### src/rtl/shift_rows_pipe.sv
// shift_rows_pipe: pipelined AES/Rijndael ShiftRows / InvShiftRows for NB = 4, 6 or 8 columns.
// Defining SHIFT_ROWS_PIPE_BYPASS_EN adds the Bypass_in / Bypass_out identity sideband.
module shift_rows_pipe #(
    parameter int NB         = 4,
    parameter int PIPE_DEPTH = 1
) (
    input  logic             clk,
    input  logic             rst_n,
    input  logic             In_valid,
    output logic             In_ready,
    input  logic             Mode_in,
    input  logic [0:32*NB-1] Data_in,
`ifdef SHIFT_ROWS_PIPE_BYPASS_EN
    input  logic             Bypass_in,
    output logic             Bypass_out,
`endif
    output logic             Out_valid,
    input  logic             Out_ready,
    output logic [0:32*NB-1] Data_out,
    output logic             Mode_out
);
    localparam int W  = 32 * NB;
    localparam int S2 = (NB == 8) ? 3 : 2;
    localparam int S3 = (NB == 8) ? 4 : 3;
`ifdef SHIFT_ROWS_PIPE_BYPASS_EN
    localparam int TW = 2;
`else
    localparam int TW = 1;
`endif

    generate
        if (!(NB == 4 || NB == 6 || NB == 8)) begin : g_bad_nb
            $error("shift_rows_pipe: NB must be 4, 6 or 8");
        end
        if (PIPE_DEPTH < 1 || PIPE_DEPTH > 4) begin : g_bad_depth
            $error("shift_rows_pipe: PIPE_DEPTH must be 1..4");
        end
    endgenerate

    logic [0:W-1]  fwd_perm;
    logic [0:W-1]  inv_perm;
    logic [0:W-1]  perm_data;
    logic [TW-1:0] tag_in;

    genvar gi;
    // Byte k sits at row k%4, column k/4; each output byte is a fixed wire from one input byte.
    for (gi = 0; gi < 4 * NB; gi++) begin : g_byte
        localparam int R  = gi % 4;
        localparam int C  = gi / 4;
        localparam int S  = (R == 0) ? 0 : (R == 1) ? 1 : (R == 2) ? S2 : S3;
        localparam int CF = (C + S) % NB;
        localparam int CI = (C - S + NB) % NB;
        assign fwd_perm[8*gi +: 8] = Data_in[8*(4*CF+R) +: 8];
        assign inv_perm[8*gi +: 8] = Data_in[8*(4*CI+R) +: 8];
    end

`ifdef SHIFT_ROWS_PIPE_BYPASS_EN
    assign perm_data = Bypass_in ? Data_in : (Mode_in ? inv_perm : fwd_perm);
    assign tag_in    = {Bypass_in, Mode_in};
`else
    assign perm_data = Mode_in ? inv_perm : fwd_perm;
    assign tag_in    = Mode_in;
`endif

    logic [PIPE_DEPTH-1:0] v_q;
    logic [PIPE_DEPTH-1:0] v_d;
    logic [PIPE_DEPTH-1:0] src_v;
    logic [PIPE_DEPTH-1:0] rdy;
    logic [0:W-1]          d_q   [PIPE_DEPTH];
    logic [0:W-1]          d_d   [PIPE_DEPTH];
    logic [0:W-1]          src_d [PIPE_DEPTH];
    logic [TW-1:0]         t_q   [PIPE_DEPTH];
    logic [TW-1:0]         t_d   [PIPE_DEPTH];
    logic [TW-1:0]         src_t [PIPE_DEPTH];

    for (gi = 0; gi < PIPE_DEPTH; gi++) begin : g_stage
        // Flattened form of rdy_i = !v_i || rdy_(i+1): any bubble downstream lets this stage move.
        assign rdy[gi] = Out_ready || !(&v_q[PIPE_DEPTH-1:gi]);
        if (gi == 0) begin : g_head
            assign src_v[gi] = In_valid;
            assign src_d[gi] = perm_data;
            assign src_t[gi] = tag_in;
        end else begin : g_tail
            assign src_v[gi] = v_q[gi-1];
            assign src_d[gi] = d_q[gi-1];
            assign src_t[gi] = t_q[gi-1];
        end
    end

    always_comb begin
        v_d = v_q;
        d_d = d_q;
        t_d = t_q;
        for (int i = 0; i < PIPE_DEPTH; i++) begin
            if (rdy[i]) begin
                v_d[i] = src_v[i];
                if (src_v[i]) begin
                    d_d[i] = src_d[i];
                    t_d[i] = src_t[i];
                end
            end
        end
    end

    always_ff @(posedge clk or negedge rst_n) begin
        if (!rst_n) begin
            v_q <= '0;
            for (int i = 0; i < PIPE_DEPTH; i++) begin
                d_q[i] <= '0;
                t_q[i] <= '0;
            end
        end else begin
            v_q <= v_d;
            d_q <= d_d;
            t_q <= t_d;
        end
    end

    assign In_ready  = rdy[0];
    assign Out_valid = v_q[PIPE_DEPTH-1];
    assign Data_out  = d_q[PIPE_DEPTH-1];
    assign Mode_out  = t_q[PIPE_DEPTH-1][0];
`ifdef SHIFT_ROWS_PIPE_BYPASS_EN
    assign Bypass_out = t_q[PIPE_DEPTH-1][1];
`endif

endmodule

### config.mk
export PLATFORM = sky130hd
export DESIGN_NAME = shift_rows_pipe
export DESIGN_NICKNAME = d
export VERILOG_FILES = /design/src/rtl/shift_rows_pipe.sv
export SDC_FILE = /design/constraint.sdc
export NUM_CORES = 1
export LEC_CHECK = 0
export CAP_MARGIN = 20
export CORE_ASPECT_RATIO = 0.6
export CORE_MARGIN = 2
export CORE_UTILIZATION = 40
export CTS_BUF_LIST = sky130_fd_sc_hd__clkbuf_8
export DETAILED_ROUTE_END_ITERATION = 7
export PLACE_DENSITY_LB_ADDON = 0.25
export SLEW_MARGIN = 40
export SYNTH_ARGS = -nofsm -noshare
export SYNTH_HDL_FRONTEND = slang
export SYNTH_SLANG_ARGS = --single-unit
### constraint.sdc
create_clock -name clk -period 4.05 [get_ports clk]
set_clock_uncertainty 0.15 [all_clocks]
set_input_delay 1.215 -clock clk [delete_from_list [all_inputs] [get_ports clk]]
set_output_delay 1.215 -clock clk [all_outputs]
set_load 0.03 [all_outputs]
==> metrics.md <==
| Metric | Value |
|---|---|
| Status | `finished clean` |
| Ys Warns | `0` |
| Clock root cell | `clkbuf_8` |
| Resize count post-CTS | `0` |
| Cells after DPL | `861` |
| Hold crit path type | `flop to flop` |
| Synthesized area per cell | `13.40 sq um` |
| Fin util | `62.24%` |
| Fin. Hold Viols | `0` |
| FF-to-FF End | `Data_out[7]$_DFFE_PN0P_` |
| Final wirelength | `15,410 um` |
| Tmin final | `3.493 ns` |
| Area delta synth->final | `53.77%` |
| Worst Max-Slew Pin Slew | `0.7193 ns` |
| Post-synth cell types | `14` |
| Place WS | `0.5794 ns` |
| CTS sink cnt | `130` |
| Worst-path clk slew | `0.08 ns` |
| I/O Buffers | `263` |
| Clk Latency, worst-skew pair | `0.41 ns` |
| Mapped Area | `0.005803 sq mm` |
| Synth Register Bits | `130` |
| Post-route insts no fill | `893` |
| Syn Inst Count | `433` |
| Grt total ovfl | `0` |
| Endpoint class of the critical path | `output port` |
| Final period util | `86.24%` |
| Gr usage total | `19.89%` |
| R2r worst-path depth | `4` |
| Power per Cell Area | `452.8 mW/mm^2` |
| Final #Nets | `815` |
| DR vias/cell | `5.048` |
| Critical path launch point type | `input port` |
| Horiz. Die Dim | `159.5 um` |
| Static leakage | `3.848 nW` |
| Slew Limit Headroom | `52.05%` |
| Io pins | `264` |
| H-tree levels | `4` |
| GP Congestion | `0.7628` |
| # hold bufs at CTS | `0` |
| Worst R2R Setup Slack | `2.02 ns` |
| First-pass GRT wire length | `24,710 um` |
| CTS buffer count | `17` |
| Peak supply drop | `0.0002198 V` |
| R2R Path Start | `Out_valid$_DFFE_PN0P_` |
| DP Area | `0.008531 sq mm` |
| Die height | `97.30 um` |
| Core Area | `0.01434 sq mm` |
| Setup crit start | `Out_ready` |
| Worst Path Max Fanout | `10` |
| TritonCTS clock tree | `done` |
| Total Neg Setup Slack | `0 ns` |
| Routed vias | `4,508` |
| Pwr Total | `4.040 mW` |
| Layout cells sized above 1 | `16.12%` |
| Fillers | `1,168` |
| Clock buffer depth | `2` |
| Maximum clock frequency | `286.3 MHz` |
| Area of the multi-input gates | `0.002312 sq mm` |
| # diodes | `0` |
| Post-DRT Antenna Nets | `0` |
| Final Setup Violations | `0` |
| Fin worst setup slack | `0.5574 ns` |
| Commonest cells after routing, fill and taps aside | `clkdlybuf4s50_1 (259), dfrtp_1 (130), mux2i_1 (64), a21oi_1 (64), a31oi_1 (64)` |
| Critical Path AT | `2.13 ns` |
| Commonest non-fill, non-tap cell in the layout | `clkdlybuf4s50_1` |
| Syn Nets | `566` |
| Initial antenna violation count | `0` |
| Vias in the first global route | `4,646` |
| Max cap viols | `0` |
| Largest net degree at the start of global routing | `104` |
| Register area share after synthesis | `56.06%` |
| Post-route DRC | `0` |
| WHS | `0.3587 ns` |
| Post-route cell area | `0.008924 sq mm` |
| Worst setup path class | `input port to output port` |
| CP endpoint | `In_ready` |
| Post-CTS Setup Repair Bufs | `0` |
| Num rows | `34` |
| Drt pass-1 iters | `4` |
| Worst endpoint required time | `2.68 ns` |
| Die area | `0.01552 sq mm` |
| Detailed-route wire length per cell | `17.25 um` |
| Max-slew violation count | `0` |
| Initial Utilization | `40.48%` |
| Unrepaired setup endpoints after global routing | `false` |
| Reg area | `0.003253 sq mm` |
| Detail Placement HPWL | `11,000 um` |
| 1st-iter DRT viols | `215` |
[worst max-delay path: stages]
cell and delay, ns:
clkdlybuf4s50_1 0.47, nand2b_4 0.23, buf_4 0.21
[cell usage after synthesis]
| master | count | area [sq um] |
|---|---|---|
| a21oi_1 | 64 | 320.3 |
| a31oi_1 | 64 | 400.4 |
| buf_1 | 3 | 11.26 |
| buf_2 | 16 | 80.08 |
| buf_4 | 2 | 15.01 |
| buf_6 | 1 | 11.26 |
| buf_8 | 5 | 75.07 |
| clkbuf_1 | 16 | 60.06 |
| dfrtp_1 | 130 | 3253 |
| mux2_2 | 15 | 168.9 |
| mux2_4 | 50 | 750.7 |
| mux2i_1 | 64 | 640.6 |
| nand2_1 | 1 | 3.750 |
| nand2b_1 | 2 | 12.51 |
[sequential cells by signal, indices dropped and copies added (netlist names)]
register and cells:
Out_valid 1, Data_out 128, Mode_out 1
[metal layers]
layer  global-route usage [%]  share of wire (%)  vias to the layer above
met5                        0                  0                        -
met4                    6.713                2.0                        0
met3                    5.847                6.7                       22
met2                    31.97                 47                      159
met1                    25.87                 44                     2203
li1                         -                  -                     2124
[cell type report]
type                    instances  area share (%)
clock inverters                15           1.781
multi-input cells             260           25.91
repair buffers                273           30.45
well taps                     198           2.776
clock buffers                  17           2.622
flip-flops and latches        130           36.46
[kinds of logic after synthesis]
kind of cell           Yosys count  synth area share (%)
flip-flops                     130                 56.06
AND/OR/NAND/NOR                  3                0.2802
multiplexers                   129                 26.89
AO/OA/AOI/OAI                  128                 12.42
buffers and inverters           43                 4.355
[worst min path at each step]
stage	startpoint	endpoint	slack (ns)	depth (start not counted)
after floorplan	Data_out[120]$_DFFE_PN0P_	Data_out[120]$_DFFE_PN0P_	0.56	2
after global placement	Data_out[119]$_DFFE_PN0P_	Data_out[119]$_DFFE_PN0P_	0.34	1
after detailed placement	Data_out[1]$_DFFE_PN0P_	Data_out[1]$_DFFE_PN0P_	0.34	1
after CTS	Data_out[117]$_DFFE_PN0P_	Data_out[117]$_DFFE_PN0P_	0.36	1
after global routing	Data_out[97]$_DFFE_PN0P_	Data_out[97]$_DFFE_PN0P_	0.37	1
final	Data_out[117]$_DFFE_PN0P_	Data_out[117]$_DFFE_PN0P_	0.36	1
[power breakdown]
group	switching [mW]	total, mW	internal [mW]
registers	0.109	1.60	1.49
logic	0.707	1.35	0.644
clock network	0.539	1.09	0.554
(Power assumes the default switching activity.)
